$ cat src/rtl/fir_serial_io.sv
// Bit-serial I/O bridge for the FIR core: a TDM deserialiser on the RX side, and a FIFO-buffered serialiser on the TX side.
// Defining FIR_SERIAL_IO_PARITY_EN adds an even parity bit to every RX and TX frame; the default build has no parity.
module fir_serial_io #(
  parameter int DATA_WIDTH = 24,
  parameter int CHANNELS   = 2,
  parameter int FIFO_DEPTH = 4,
  parameter bit MSB_FIRST  = 1'b0,
  localparam int CH_W      = (CHANNELS > 1) ? $clog2(CHANNELS) : 1
) (
  input  logic                  i_clk,
  input  logic                  i_rst,
  input  logic                  i_en,
  input  logic                  i_din,
  input  logic                  i_din_valid,
  output logic                  o_ready,
  output logic [DATA_WIDTH-1:0] o_rx_word,
  output logic [CH_W-1:0]       o_rx_chan,
  output logic                  o_rx_valid,
  input  logic                  i_rx_ready,
  input  logic [DATA_WIDTH-1:0] i_tx_word,
  input  logic [CH_W-1:0]       i_tx_chan,
  input  logic                  i_tx_valid,
  output logic                  o_tx_ready,
  output logic                  o_dout,
  output logic                  o_dout_valid,
  input  logic                  i_ready,
  output logic                  o_err
);

`ifdef FIR_SERIAL_IO_PARITY_EN
  localparam int FRAME_BITS = DATA_WIDTH + 1;
`else
  localparam int FRAME_BITS = DATA_WIDTH;
`endif
  localparam int CNT_W = $clog2(FRAME_BITS + 1);
  localparam int PTR_W = $clog2(FIFO_DEPTH);

  typedef enum logic [1:0] {RX_IDLE, RX_SHIFT, RX_HOLD}  rx_state_t;
  typedef enum logic [1:0] {TX_IDLE, TX_OFFER, TX_SHIFT} tx_state_t;

  rx_state_t             rx_state, rx_state_nxt;
  logic [CNT_W-1:0]      rx_cnt;
  logic [DATA_WIDTH-1:0] rx_sr, rx_sr_nxt;
  logic [CH_W-1:0]       chan_cnt;
  logic                  run, rx_start, rx_abort, rx_last, par_ok;

  // The channel tag travels with the result only for upstream ordering; it is not serialised.
  logic unused_tx_chan;
  assign unused_tx_chan = ^i_tx_chan;

  // ---------------- RX ----------------
  assign rx_sr_nxt = MSB_FIRST ? {rx_sr[DATA_WIDTH-2:0], i_din} : {i_din, rx_sr[DATA_WIDTH-1:1]};
  assign o_ready   = run & (rx_state == RX_IDLE) & i_en & ~o_rx_valid;
  assign rx_start  = o_ready & i_din_valid;
  assign rx_abort  = (rx_state == RX_SHIFT) & ~i_din_valid;
  assign rx_last   = (rx_state == RX_SHIFT) & i_din_valid & (rx_cnt == CNT_W'(FRAME_BITS - 1));
`ifdef FIR_SERIAL_IO_PARITY_EN
  assign par_ok = ((^rx_sr) == i_din);
`else
  assign par_ok = 1'b1;
`endif

  // NOTE: clocked processes use non-blocking assignments only, so every register samples pre-edge values.
  always_ff @(posedge i_clk or posedge i_rst) begin
    if (i_rst) rx_state <= RX_IDLE;
    else       rx_state <= rx_state_nxt;
  end

  // NOTE: the default assignment at the top prevents a latch on paths that leave the state unchanged.
  always_comb begin
    rx_state_nxt = rx_state;
    unique case (rx_state)
      RX_IDLE:  if (rx_start) rx_state_nxt = RX_SHIFT;
      RX_SHIFT: if (rx_abort) rx_state_nxt = RX_IDLE;
                else if (rx_last) rx_state_nxt = par_ok ? RX_HOLD : RX_IDLE;
      RX_HOLD:  if (i_rx_ready) rx_state_nxt = RX_IDLE;
      default:  rx_state_nxt = RX_IDLE;
    endcase
  end

  always_comb begin
    o_rx_valid = (rx_state == RX_HOLD);
  end

  always_ff @(posedge i_clk or posedge i_rst) begin
    if (i_rst) begin
      run       <= 1'b0;
      rx_cnt    <= '0;
      rx_sr     <= '0;
      o_rx_word <= '0;
      o_rx_chan <= '0;
      chan_cnt  <= '0;
      o_err     <= 1'b0;
    end else begin
      run   <= 1'b1;
      o_err <= rx_abort | (rx_last & ~par_ok);
      if (rx_start) begin
        rx_sr  <= rx_sr_nxt;
        rx_cnt <= CNT_W'(1);
      end else if ((rx_state == RX_SHIFT) && i_din_valid) begin
        if (rx_cnt < CNT_W'(DATA_WIDTH)) rx_sr <= rx_sr_nxt;
        rx_cnt <= rx_cnt + 1'b1;
      end
      // A parity-failed frame still consumes its TDM slot.
      if (rx_last) begin
        if (par_ok) begin
`ifdef FIR_SERIAL_IO_PARITY_EN
          o_rx_word <= rx_sr;
`else
          o_rx_word <= rx_sr_nxt;
`endif
          o_rx_chan <= chan_cnt;
        end
        chan_cnt <= (chan_cnt == CH_W'(CHANNELS - 1)) ? '0 : chan_cnt + 1'b1;
      end
    end
  end

  // ---------------- TX FIFO ----------------
  logic [DATA_WIDTH-1:0] fifo_mem [FIFO_DEPTH];
  logic [PTR_W-1:0]      wr_ptr, rd_ptr;
  logic [PTR_W:0]        fifo_cnt;
  logic                  push, pop, fifo_empty;
  logic [DATA_WIDTH-1:0] tx_head;
  tx_state_t             tx_state, tx_state_nxt;

  assign o_tx_ready = (fifo_cnt != (PTR_W + 1)'(FIFO_DEPTH));
  assign fifo_empty = (fifo_cnt == '0);
  assign push       = i_tx_valid & o_tx_ready;
  assign pop        = (tx_state == TX_OFFER) & i_ready;
  assign tx_head    = fifo_mem[rd_ptr];

  // NOTE: storage needs no reset; only pointers and count define which entries are live.
  always_ff @(posedge i_clk) begin
    if (push) fifo_mem[wr_ptr] <= i_tx_word;
  end

  always_ff @(posedge i_clk or posedge i_rst) begin
    if (i_rst) begin
      wr_ptr   <= '0;
      rd_ptr   <= '0;
      fifo_cnt <= '0;
    end else begin
      if (push) wr_ptr <= wr_ptr + 1'b1;
      if (pop)  rd_ptr <= rd_ptr + 1'b1;
      case ({push, pop})
        2'b10:   fifo_cnt <= fifo_cnt + 1'b1;
        2'b01:   fifo_cnt <= fifo_cnt - 1'b1;
        default: fifo_cnt <= fifo_cnt;
      endcase
    end
  end

  // ---------------- TX serialiser ----------------
  logic [CNT_W-1:0]      tx_cnt;
  logic [DATA_WIDTH-1:0] tx_sr;
  logic                  tx_bit;
`ifdef FIR_SERIAL_IO_PARITY_EN
  logic                  tx_par;
`endif

  always_ff @(posedge i_clk or posedge i_rst) begin
    if (i_rst) tx_state <= TX_IDLE;
    else       tx_state <= tx_state_nxt;
  end

  always_comb begin
    tx_state_nxt = tx_state;
    unique case (tx_state)
      TX_IDLE:  if (!fifo_empty) tx_state_nxt = TX_OFFER;
      TX_OFFER: if (i_ready) tx_state_nxt = TX_SHIFT;
      TX_SHIFT: if (tx_cnt == CNT_W'(FRAME_BITS)) tx_state_nxt = TX_IDLE;
      default:  tx_state_nxt = TX_IDLE;
    endcase
  end

  always_comb begin
    o_dout_valid = (tx_state != TX_IDLE);
  end

  always_comb begin
    tx_bit = MSB_FIRST ? tx_sr[DATA_WIDTH-1] : tx_sr[0];
`ifdef FIR_SERIAL_IO_PARITY_EN
    if (tx_cnt == CNT_W'(DATA_WIDTH)) tx_bit = tx_par;
`endif
  end

  // o_dout is registered: bit k appears in the k-th cycle after the handshake edge.
  always_ff @(posedge i_clk or posedge i_rst) begin
    if (i_rst) begin
      o_dout <= 1'b0;
      tx_sr  <= '0;
      tx_cnt <= '0;
`ifdef FIR_SERIAL_IO_PARITY_EN
      tx_par <= 1'b0;
`endif
    end else if (pop) begin
      o_dout <= MSB_FIRST ? tx_head[DATA_WIDTH-1] : tx_head[0];
      tx_sr  <= MSB_FIRST ? (tx_head << 1) : (tx_head >> 1);
      tx_cnt <= CNT_W'(1);
`ifdef FIR_SERIAL_IO_PARITY_EN
      tx_par <= ^tx_head;
`endif
    end else if (tx_state == TX_SHIFT) begin
      if (tx_cnt == CNT_W'(FRAME_BITS)) begin
        o_dout <= 1'b0;
      end else begin
        o_dout <= tx_bit;
        tx_sr  <= MSB_FIRST ? (tx_sr << 1) : (tx_sr >> 1);
        tx_cnt <= tx_cnt + 1'b1;
      end
    end
  end

endmodule

$ cat config.mk
export PLATFORM = sky130hd
export DESIGN_NAME = fir_serial_io
export DESIGN_NICKNAME = d
export VERILOG_FILES = /design/src/rtl/fir_serial_io.sv
export SDC_FILE = /design/constraint.sdc
export NUM_CORES = 1
export LEC_CHECK = 0
export ABC_AREA = 1
export BUFFER_PORTS_ARGS = -buffer_cell sky130_fd_sc_hd__buf_2
export CAP_MARGIN = 20
export CORE_MARGIN = 5
export CORE_UTILIZATION = 50
export DETAILED_ROUTE_END_ITERATION = 10
export MAX_ROUTING_LAYER = met4
export PLACE_DENSITY = 0.72
export SETUP_SLACK_MARGIN = 0.05
export SLEW_MARGIN = 20
export SYNTH_ARGS = -nofsm -noshare
export SYNTH_HDL_FRONTEND = slang
export SYNTH_SLANG_ARGS = --single-unit
$ cat constraint.sdc
create_clock -name i_clk -period 3.12 [get_ports i_clk]
set_input_delay 0.312 -clock i_clk [delete_from_list [all_inputs] [get_ports i_clk]]
set_output_delay 0.312 -clock i_clk [all_outputs]
set_load 0.005 [all_outputs]
---- Word-level counts from Yosys, hierarchy flattened ----
Memories as Yosys holds them, arrays and structs flattened.
Index checks and enable logic that the tools add are counted.
operators by class
  add/subtract/negate cells ............... 7
  $mul .................................... 0
  divide/modulo/power cells ............... 0
  order comparisons ....................... 1
  equal/unequal tests ..................... 16
  shifts and indexed selects .............. 0
  multiplexer cells ....................... 27
  bitwise logic cells ..................... 11
  reduce and logical (&&, ||, !) cells .... 13
operators with widths
  operator               count
  $mux W24               6
  $mux W5                5
  $mux W2                7
  $pmux W2 S3            2
  $add A5 B1 Y5 const B  2
  $eq A5 B5 Y1 const B   2
  $ne A2 B2 Y1 const B   5
  $reduce_bool A2 Y1     5
  $and A1 B1 Y1          9
  $eq A2 B1 Y1 const B   3
  $eq A2 B2 Y1 const B   3
  $mux W1                6
  $ne A3 B3 Y1 const B   2
  $pmux W3 S2            1
  $reduce_and A3 Y1      2
  $lt A5 B5 Y1 const B   1
  $add A2 B1 Y2 const B  2
  $logic_not A2 Y1       2
  $reduce_and A2 Y1      2
  $add A3 B1 Y3 const B  1
  $logic_not A3 Y1       1
  $sub A3 B1 Y3 const B  1
  $ne A2 B1 Y1 const B   1
  $not A1 Y1             2
  other kinds (2)        2
storage, ports and cells
  bits in registers ....................... 98
  latch bits .............................. 0
  memory bits (writable) .................. 96
  bits in read-only memories .............. 0
  bits of input ports ..................... 33
  logic and storage cells ................. 91
  memories ................................ 1
memories
  memory    words  width  read ports  clocked after Yosys merged registers in  write ports  RTL line  text
  fifo_mem  4      24     1           0                                        1            120       logic [DATA_WIDTH-1:0] fifo_mem [FIFO_DEPTH];

---- Logic depth before layout (Yosys ltp) ----
Gate-level depths: netlist of the first run.
  depth in word-level cells ............... 7
  depth in mapped cells ................... 10
  gate-level depth less buffers ........... 9

---- Least setup slack after synthesis of the first run ----
Ideal clock, no wire load.
  path kind ............................... reg2reg
  from .................................... register fifo_cnt[0]
  to ...................................... memory fifo_mem[0][0], enable pin
  data arrival time ....................... 1.751 ns
  slack ................................... 0.965 ns
  stages on the path, launching flop included .. 5
  path buffers ............................ 0
  clock period less this slack ............ 2.155 ns
  cell sequence ........................... dfrtp_1 -> inv_1 -> nand3_1 -> nand2_1 -> nor2_1
on the way
  longest elaborated chain between the ends .. 4
RTL lines
  what                           RTL line  text
  start, declared                122       logic [PTR_W:0] fifo_cnt;
  start signal, assigned         147       2'b10: fifo_cnt <= fifo_cnt + 1'b1;
  start signal, assigned         148       2'b01: fifo_cnt <= fifo_cnt - 1'b1;
  start signal, assigned         149       default: fifo_cnt <= fifo_cnt;
  $ne A3 B3 Y1                   127       assign o_tx_ready = (fifo_cnt != (PTR_W + 1)'(FIFO_DEPTH));
  via o_tx_ready                 23        output logic o_tx_ready,
  $and A1 B1 Y1                  129       assign push = i_tx_valid & o_tx_ready;
  $mux W1                        135       if (push) fifo_mem[wr_ptr] <= i_tx_word;
  $mux W1 (implied by the code)  135
  end, declared                  120
The timed path passes the listed nets, and every way through them passes these cells.

---- Final worst setup path of the first run ----
  from .................................... register fifo_cnt[0]
  to ...................................... register fifo_cnt[2]
on the way
  longest elaborated chain between the ends .. 4
RTL lines
  what                                                      RTL line  text
  $ne A3 B3 Y1                                              127
  $and A1 B1 Y1                                             129
  $eq A2 B1 Y1 / $eq A2 B2 Y1 (equally long branches)       146       case ({push, pop})
  $pmux W3 S2 / $reduce_bool A2 Y1 (equally long branches)  -
Several ways; a longest one is shown, not always the timed one.
A chain may end at the register's enable or synchronous reset.

==> flow_summary.json, run 1 <==
{
  "status": "finished clean",
  "final_area_um2": 8990,
  "tns_ps": 0,
  "netSwitchingPower_uw": 2510,
  "avgSynthCellArea_um2": 10.6,
  "crit_type": "register to register",
  "die-area_um2": 18500,
  "grt_remaining_overflow": 0,
  "synth_common_cells": "nand2_1, nand3_1, dfrtp_1, edfxtp_1, inv_1",
  "sw_frac_of_total_pct": 33.4,
  "track_usage_pct": 17.8,
  "min_period_over_period_pct": 66.9,
  "crit_required_ps": 3480,
  "antenna_found_initial": 0,
  "max_freq_mhz": 479,
  "seqPwrFrac_pct": 46.9,
  "pwr_density_cell_nw_per_um2": 835,
  "post_cts_buffers": 0,
  "cts_buffer_depth": 2,
  "power_leakage_uw": 0.00410,
  "synthesis.area_um2": 7940,
  "cts_resized": 0,
  "remaining_drc_errors": 0,
  "areaGrowthSynthToFinish_pct": 13.2,
  "critPathSlowestCell": "dfrtp_1",
  "fin_worst_skew_ps": 11.3,
  "setup_viol": 0,
  "fp.dieH_um": 136,
  "dp_hpwl_um": 8520,
  "relSlewSlack_pct": 36.4,
  "cts_buffers": 17,
  "drv_slew": 0,
  "synth-seq-cells": 192,
  "clk_latency_ps": 430,
  "rsz0062_at_grt": "false",
  "clkPwrFrac_pct": 28.2,
  "yosysWarnings": 0,
  "cp_max_fo": 8,
  "rr_worst_depth": 9,
  "internal-power_uw": 5000,
  "cp_data_arrival_time_ps": 2450,
  "clock-sinks": 192,
  "viasPerCell": 5.16,
  "hp-class": "input pin to asynchronous set/reset pin",
  "cts_tree": "done",
  "synth_most_common_cell": "nand2_1",
  "yosys.area.top_type_share_pct": 36.3,
  "path_cells": "inv_1, nand3_1, nand2_1, ha_1, inv_1, fa_1, or2_2, nand2_1, xnor2_1",
  "path_clk_slew_ps": 70,
  "rows": 46,
  "cap_viol_max_count": 0,
  "grt_max_degree": 65,
  "hold_buffers": 0,
  "vdd_drop_max_uv": 465,
  "tightest_slew_ps": 954,
  "dpl_cell_area_um2": 8400,
  "fp.coreArea_um2": 15700,
  "die_width_um": 136,
  "synthCells": 747,
  "yosysSeqAreaShare_pct": 66.6,
  "gp_congestion": 0.704,
  "ios": 64,
  "period_minus_slack_ps": 2090,
  "wl_per_cell_um": 14.3,
  "final_antenna_net_count": 0,
  "grt_pass1_wl_um": 25100,
  "syn_nets": 789,
  "synth_flop_cell": "edfxtp_1",
  "grt_pass1_vias": 5174,
  "drive_above_1_share_pct": 15.6,
  "cts_htree_levels": 4,
  "port_buffers": 62,
  "drtIter0Drc": 360,
  "slowest_delay_ps": 400,
  "hold_viol_final": 0,
  "antennaDiodeCount": 0,
  "firstDrtPassIters": 7,
  "synthTopCellsByArea": "edfxtp_1, dfrtp_1, nand3_1",
  "synth_area_leader_cell": "edfxtp_1",
  "fin_nets": 842,
  "end_kind": "register",
  "drt-total-wl_um": 14700,
  "root_buffer": "clkbuf_16",
  "yosys.cell_types.count": 34,
  "start_util_pct": 50.5,
  "dr_total_vias": 5313,
  "startpoint_type": "register",
  "synth-edff-count": 96,
  "comb_power_share_pct": 24.9,
  "async_flop_share_pct": 50.0
}
==> metal layers <==
metal	vias up	track usage (%)	share of wire, %
li1	2640	-	-
met1	2545	21.7	43
met2	111	29.8	51
met3	17	3.48	4.5
met4	0	6.05	1.2
met5	-	-	0
==> layout by cell type (no fill, tap or decap), types with 3 or more instances in the layout <==
cell,n
buf_2,62
buf_4,13
clkbuf_16,17
clkinv_4,4
dfrtp_1,96
edfxtp_1,96
ha_1,8
inv_1,21
inv_8,3
nand2_1,223
nand2_4,4
nand3_1,201
nand4_1,6
nor2_1,13
nor2_2,4
o21ai_0,4
or2_2,3
xor2_1,4
==> through the flow <==
stage	cells	power [µW]	setup WS [ps]	hold WS [ps]	utilization (%)
3_5_place_dp	997	5460	1020	453	53.5
5_1_grt	1029	8010	816	33.6	57.2
4_1_cts	1029	7580	1010	37.5	57.2
2_1_floorplan	747	4960	303	378	-
3_3_place_gp	997	5390	1050	448	53.5
6_report	1029	7500	1030	26.9	57.2
==> final timing paths <==
kind	from	slack, ps	end
setup reg to reg	fifo_cnt[0]$_DFFE_PP0P_	1030	fifo_cnt[2]$_DFFE_PP0P_
max in group asynchronous	i_rst	2330	o_rx_word[17]$_DFFE_PP0P_
setup / recovery	fifo_cnt[0]$_DFFE_PP0P_	1030	fifo_cnt[2]$_DFFE_PP0P_
hold / removal	i_rst	30	wr_ptr[0]$_DFFE_PP0P_
min in group i_clk	i_rx_ready	60	rx_state[1]$_DFFE_PP0P_
hold reg to reg	o_rx_word[1]$_DFFE_PP0P_	470	o_rx_word[1]$_DFFE_PP0P_
==> sequential cells by signal (all words and copies together), names as in the netlist <==
register   cells
rd_ptr         2
tx_cnt         5
rx_cnt         5
o_dout         1
o_rx_chan      1
o_err          1
fifo_mem      96
tx_sr         23
chan_cnt       1
o_rx_word     24
tx_state       2
fifo_cnt       3
rx_state       2
rx_sr         23
wr_ptr         2
run            1
==> critical path, delay by kind of cell (launching register included) <==
family / cells / cell delay, ps
simple gates: 4 / 760
buf+inv: 2 / 160
xor+xnor: 1 / 100
fa+ha+maj: 2 / 570
flops: 1 / 400
==> final cells by class <==
type / count / area [µm²]
clock buffers: 17 / 425
clock inverters: 15 / 156
fillers: 1350 / 6730
inverters: 25 / 97.6
multi-input cells: 489 / 2340
flip-flops and latches: 192 / 5290
well taps: 216 / 270
repair buffers: 75 / 408
==> kinds of logic after synthesis <==
| group | count (synthesis) | synth area share [%] |
|---|---|---|
| other cells | 1 | 0.0472 |
| compound gates | 9 | 0.615 |
| simple gates | 464 | 26.6 |
| flops | 192 | 66.6 |
| buf+inv | 66 | 4.03 |
| xor+xnor | 6 | 0.662 |
| fa+ha+maj | 9 | 1.51 |
==> power by group through the flow <==
stage / clock [µW] / combinational [µW] / sequential [µW]
5_1_grt: 2270 / 2160 / 3580
3_3_place_gp: 0 / 1840 / 3550
3_5_place_dp: 0 / 1900 / 3570
4_1_cts: 2160 / 1900 / 3520
6_report: 2120 / 1870 / 3520
2_1_floorplan: 0 / 1460 / 3500
(Power assumes the default switching activity.)
==> run 2, diff against run 1 <==
==> constraint.sdc (replaced) <==
create_clock -name i_clk -period 2.15 [get_ports i_clk]
set_input_delay 0.215 -clock i_clk [delete_from_list [all_inputs] [get_ports i_clk]]
set_output_delay 0.215 -clock i_clk [all_outputs]
set_load 0.005 [all_outputs]
==> run 2 against run 1 <==
Net effect: count of clock-buffer cells in the layout up 1; critical endpoint unchanged; combinational power up 50%; power up 47%; setup slack worse by 740 ps; clock skew up 5.2 ps; highest routed layer unchanged.
==> flow_summary.json, run 2 (same netlist as run 1, synthesis figures left out) <==
{
  "status": "finished clean",
  "cp_max_fo": 3,
  "hold_viol_final": 0,
  "gp_congestion": 0.759,
  "layout.area.seq_um2": 5290,
  "clock-sinks": 192,
  "drv_slew": 0,
  "grt_pass1_wl_um": 26600,
  "post_cts_buffers": 0,
  "seqPwrFrac_pct": 46.4,
  "relSlewSlack_pct": 65.4,
  "antennaDiodeCount": 0,
  "drt-total-wl_um": 15500,
  "track_usage_pct": 18.7,
  "multiInputGateArea_um2": 2340,
  "vdd_drop_max_uv": 851,
  "max_freq_mhz": 538,
  "setup_viol": 0,
  "fin_nets": 865,
  "path_depth": 9,
  "final_antenna_net_count": 0,
  "areaGrowthSynthToFinish_pct": 16.2,
  "antenna_found_initial": 0,
  "grt_remaining_overflow": 0,
  "die_width_um": 136,
  "drtIter0Drc": 434,
  "clk_latency_ps": 430,
  "rows": 46,
  "viasPerCell": 5.21,
  "cts_resized": 0,
  "final_core_util_pct": 58.7,
  "grt_pass1_vias": 5493,
  "cp.buffers_inverters": 2,
  "die-area_um2": 18500,
  "grt_max_degree": 97,
  "cp-startpoint": "fifo_cnt[0]$_DFFE_PP0P_",
  "cts_htree_levels": 4,
  "rr_worst_depth": 9,
  "port_buffers": 62,
  "firstDrtPassIters": 4,
  "power_leakage_uw": 0.00420,
  "critPathSlowestCell": "dfrtp_1",
  "slowest_delay_ps": 400,
  "sw_frac_of_total_pct": 32.9,
  "min-delay-start": "i_tx_word[19]",
  "dr_total_vias": 5478,
  "cp_data_arrival_time_ps": 2200,
  "pwr_density_cell_nw_per_um2": 1200,
  "dp_hpwl_um": 8750,
  "start_util_pct": 50.5,
  "r2r-start": "fifo_cnt[0]$_DFFE_PP0P_",
  "most-common-layout-cells": "nand2_1, nand3_1, dfrtp_1, edfxtp_1, buf_2",
  "fin_worst_skew_ps": 16.4,
  "path_cells": "inv_1, nand3_1, nand2_1, ha_1, inv_1, fa_1, or2_2, nand2_1, xnor2_1",
  "tns_ps": 0,
  "path_delay_family": "simple AND/OR/NAND/NOR gates",
  "tightest_slew_ps": 519,
  "end_kind": "register",
  "root_buffer": "clkbuf_16",
  "regMostFlops": "fifo_mem",
  "cts_buffer_depth": 2,
  "top_regs": "fifo_mem x96, o_rx_word x24",
  "netSwitchingPower_uw": 3640,
  "hold_ws_ps": 13.7,
  "remaining_drc_errors": 0,
  "startpoint_type": "register",
  "clkPwrFrac_pct": 28.2,
  "min_period_over_period_pct": 86.5,
  "totalPowerFinal_uw": 11000,
  "min_path_cells": 1,
  "wl_per_cell_um": 14.8,
  "comb_power_share_pct": 25.4,
  "rsz0062_at_grt": "false",
  "nFillCells": 1292,
  "pre_cts_ws_ps": 316,
  "drive_above_1_share_pct": 15.4,
  "cts_tree": "done",
  "fin_ws_ps": 290,
  "crit_type": "register to register",
  "period_minus_slack_ps": 1860,
  "largest_register_ffs": 96,
  "hold_buffers": 19,
  "internal-power_uw": 7410,
  "ios": 64,
  "final_common_cell": "nand2_1",
  "cts_buffers": 17,
  "path_clk_slew_ps": 70,
  "cap_viol_max_count": 0,
  "fp.dieH_um": 136,
  "fp.coreArea_um2": 15700,
  "crit_required_ps": 2490,
  "hp-class": "input pin to register"
}
==> run 2: cell types whose count changed in the layout (fill, tap and decap cells not counted), sizes merged <==
cell,delta
dlygate4sd3,+19
buf,+4
inv,-2
bufinv,+1
clkbuf,+1
==> run 2: final timing paths <==
| path | slack, ps | to |
|---|---|---|
| setup / recovery | 290 | fifo_cnt[2]$_DFFE_PP0P_ |
| hold / removal | 10 | fifo_mem[3][19]$_DFFE_PP_ |
| setup reg to reg | 290 | fifo_cnt[2]$_DFFE_PP0P_ |
| hold reg to reg | 460 | o_rx_word[2]$_DFFE_PP0P_ |
| max in group asynchronous | 1270 | tx_cnt[1]$_DFFE_PP0P_ |
| min in group asynchronous | 500 | o_err$_DFF_PP0_ |
==> run 2: area by class of cell <==
type	count	share of cell area [%]
sequential	192	57.3
timing repair buffer	98	6.95
clock buffer	18	4.65
inverter	25	1.07
tap	216	2.93
clock inverter	14	1.70
multi-input combinational	489	25.4
==> run 2: per-layer routing <==
metal	up-vias	GRT usage [%]	wire length, µm
met5	-	-	0
met4	0	5.21	163
met3	16	4.07	747
met2	130	30.9	7870
met1	2638	23.4	6750
li1	2694	-	-
==> run 2: power groups by stage <==
| stage | Clock [µW] | Combinational, µW | Sequential [µW] |
|---|---|---|---|
| finish | 3110 | 2810 | 5130 |
| CTS | 3160 | 2840 | 5120 |
| global route | 3340 | 3240 | 5210 |
| floorplan | 0 | 2120 | 5080 |
| global placement | 0 | 2730 | 5160 |
| detailed placement | 0 | 2810 | 5180 |
==> run 2: stage by stage <==
stage	area [µm²]	std cells
after floorplan	7940	747
after global routing	9220	1052
after CTS	9220	1052
after global placement	8450	1001
after detailed placement	8450	1001
final	9220	1052
==> run 3, diff against run 2 <==
--- a/config.mk
+++ b/config.mk
@@ -7,7 +7,8 @@
 export LEC_CHECK = 0
 export ABC_AREA = 1
 export BUFFER_PORTS_ARGS = -buffer_cell sky130_fd_sc_hd__buf_2
-export CAP_MARGIN = 20
+export CAP_MARGIN = 15
+export CORE_ASPECT_RATIO = 1.5
 export CORE_MARGIN = 5
 export CORE_UTILIZATION = 50
 export DETAILED_ROUTE_END_ITERATION = 10
==> run 3 against run 2 <==
Net effect: sequential cell count did not move; count of clock-buffer cells in the layout fell by 1; critical path depth did not move; sequential share of layout area fell by 0.13 points; sequential power barely moved; global-route usage fell by 0.53 points; utilization rose by 0.47 points; register-to-register slack barely moved.
==> flow_summary.json, run 3 (same netlist as run 1, synthesis figures left out) <==
{
  "status": "finished clean",
  "dr_total_vias": 5373,
  "clk_latency_ps": 420,
  "rsz0062_at_grt": "false",
  "globalRouteMet3Util_pct": 2.84,
  "final_area_um2": 9250,
  "cp-startpoint": "fifo_cnt[1]$_DFFE_PP0P_",
  "remaining_drc_errors": 0,
  "grt_max_degree": 89,
  "areaGrowthSynthToFinish_pct": 16.5,
  "grt.met1_usage_pct": 19.7,
  "cts_htree_levels": 4,
  "grt_pass1_vias": 5460,
  "drt-total-wl_um": 15200,
  "min_path_cells": 2,
  "post_cts_buffers": 0,
  "grt_remaining_overflow": 0,
  "hp-class": "input pin to register",
  "setup_viol": 0,
  "die_width_um": 113,
  "firstDrtPassIters": 4,
  "final_common_cell": "nand2_1",
  "slowest_delay_ps": 400,
  "root_buffer": "clkbuf_16",
  "grt_pass1_wl_um": 26300,
  "max_freq_mhz": 538,
  "min_delay_worst_endpoint": "tx_state[0]$_DFFE_PP0P_",
  "r2r-start": "fifo_cnt[1]$_DFFE_PP0P_",
  "viasPerCell": 5.17,
  "critPathSlowestCell": "dfrtp_1",
  "fin_nets": 866,
  "gp_congestion": 0.778,
  "grtUsageMet2_pct": 33.7,
  "rr_worst_depth": 9,
  "hold_ws_ps": 8.94,
  "dpl_cell_area_um2": 8450,
  "path_clk_slew_ps": 80,
  "min-delay-start": "i_ready",
  "dp_hpwl_um": 8960,
  "track_usage_pct": 18.1,
  "port_buffers": 62,
  "die-area_um2": 18500,
  "fin_worst_skew_ps": 12.7,
  "dp_cells": 989,
  "start_util_pct": 50.8,
  "top_usage_layer": "met2",
  "rows": 56,
  "startpoint_type": "register",
  "drtIter0Drc": 401,
  "cts_tree": "done",
  "cts_buffer_depth": 2,
  "pwr_density_cell_nw_per_um2": 1200,
  "clock-sinks": 192,
  "reg2reg_to": "fifo_cnt[2]$_DFFE_PP0P_",
  "path_delay_family": "simple AND/OR/NAND/NOR gates",
  "min_period_over_period_pct": 86.4,
  "antenna_found_initial": 0,
  "cp.buffers_inverters": 2,
  "fp.dieH_um": 164,
  "power_leakage_uw": 0.00422,
  "nFillCells": 1310,
  "most-common-layout-cells": "nand2_1, nand3_1, dfrtp_1, edfxtp_1, buf_2",
  "final_cell_count_no_fill": 1040,
  "cp_max_fo": 3,
  "final_antenna_net_count": 0,
  "crit_type": "register to register",
  "path_cells": "inv_1, nand3_1, nand2_1, ha_1, inv_1, fa_1, or2_2, nand2_1, xnor2_1",
  "drv_slew": 0,
  "vdd_drop_max_uv": 753,
  "top_regs": "fifo_mem x96, o_rx_word x24",
  "wl_per_cell_um": 14.6,
  "hold_viol_final": 0,
  "fp.coreArea_um2": 15600,
  "r2r_slack_ps": 290,
  "cp_data_arrival_time_ps": 2200,
  "largest_register_ffs": 96,
  "end_kind": "register",
  "ios": 64,
  "cts_buffers": 17,
  "drive_above_1_share_pct": 15.9,
  "crit_required_ps": 2490,
  "antennaDiodeCount": 0,
  "cts_resized": 0,
  "period_minus_slack_ps": 1860,
  "cap_viol_max_count": 0,
  "regMostFlops": "fifo_mem"
}
## run 3: changes by cell type in the layout (fill, tap and decap cells not counted), moves of 2 or more
| cell | delta |
|---|---|
| clkinv_4 | -2 |
| clkinv_2 | -2 |
| inv_6 | +3 |
| inv_8 | +2 |
| clkinv_1 | -2 |
| bufinv_16 | -2 |
| clkinv_8 | +3 |
## run 3: worst max-delay path by stage
stage                               endpoint  depth (start not counted)
floorplan           fifo_mem[0][0]$_DFFE_PP_                          4
global placement     fifo_cnt[2]$_DFFE_PP0P_                          9
detailed placement   fifo_cnt[2]$_DFFE_PP0P_                          9
CTS                  fifo_cnt[2]$_DFFE_PP0P_                          9
global route         fifo_cnt[2]$_DFFE_PP0P_                          9
finish               fifo_cnt[2]$_DFFE_PP0P_                          9
## run 3: final cells by class
type | instances | area (µm²) | share of cell area, %
repair buffers | 99 | 661 | 7.15
multi-input cells | 489 | 2340 | 25.3
clock buffers | 17 | 425 | 4.60
well taps | 203 | 254 | 2.75
clock inverters | 15 | 178 | 1.92
flip-flops and latches | 192 | 5290 | 57.2
inverters | 25 | 98.8 | 1.07
## run 3: worst reg2reg max path, cell delays in order, from the launching register on
cell	delay, ps
dfrtp_1	400
inv_1	100
nand3_1	100
nand2_1	90
ha_1	140
inv_1	60
fa_1	370
or2_2	300
nand2_1	80
xnor2_1	110
## run 3: what timing repair did
action | CTS | global route
hold buffers | 18 | 1
endpoints found under the hold margin | 67 | 4
endpoints found under the setup margin | 0 | 0
## run 3: where the power goes
group          switching (µW)  internal (µW)  leakage [µW]
combinational            1850            978       0.00178
sequential                416           4710       0.00215
clock                    1530           1590      0.000291
total                    3790           7280       0.00422
## run 3: per-stage QoR
| step | util [%] | setup TNS (ps) | worst slack (ps) | power (µW) |
|---|---|---|---|---|
| after floorplan | - | -523 | -5.44 | 7200 |
| after global placement | 54.1 | 0 | 357 | 7910 |
| after CTS | 59.1 | 0 | 284 | 11200 |
| after detailed placement | 54.1 | 0 | 311 | 8020 |
| final | 59.2 | 0 | 293 | 11100 |
| after global routing | 59.2 | 0 | 98.3 | 11800 |
## run 3: per-layer routing
layer | vias up | routed length, µm
met2 | 103 | 8340
met1 | 2566 | 6110
met4 | 0 | 147
met5 | - | 0
li1 | 2694 | -
met3 | 10 | 557
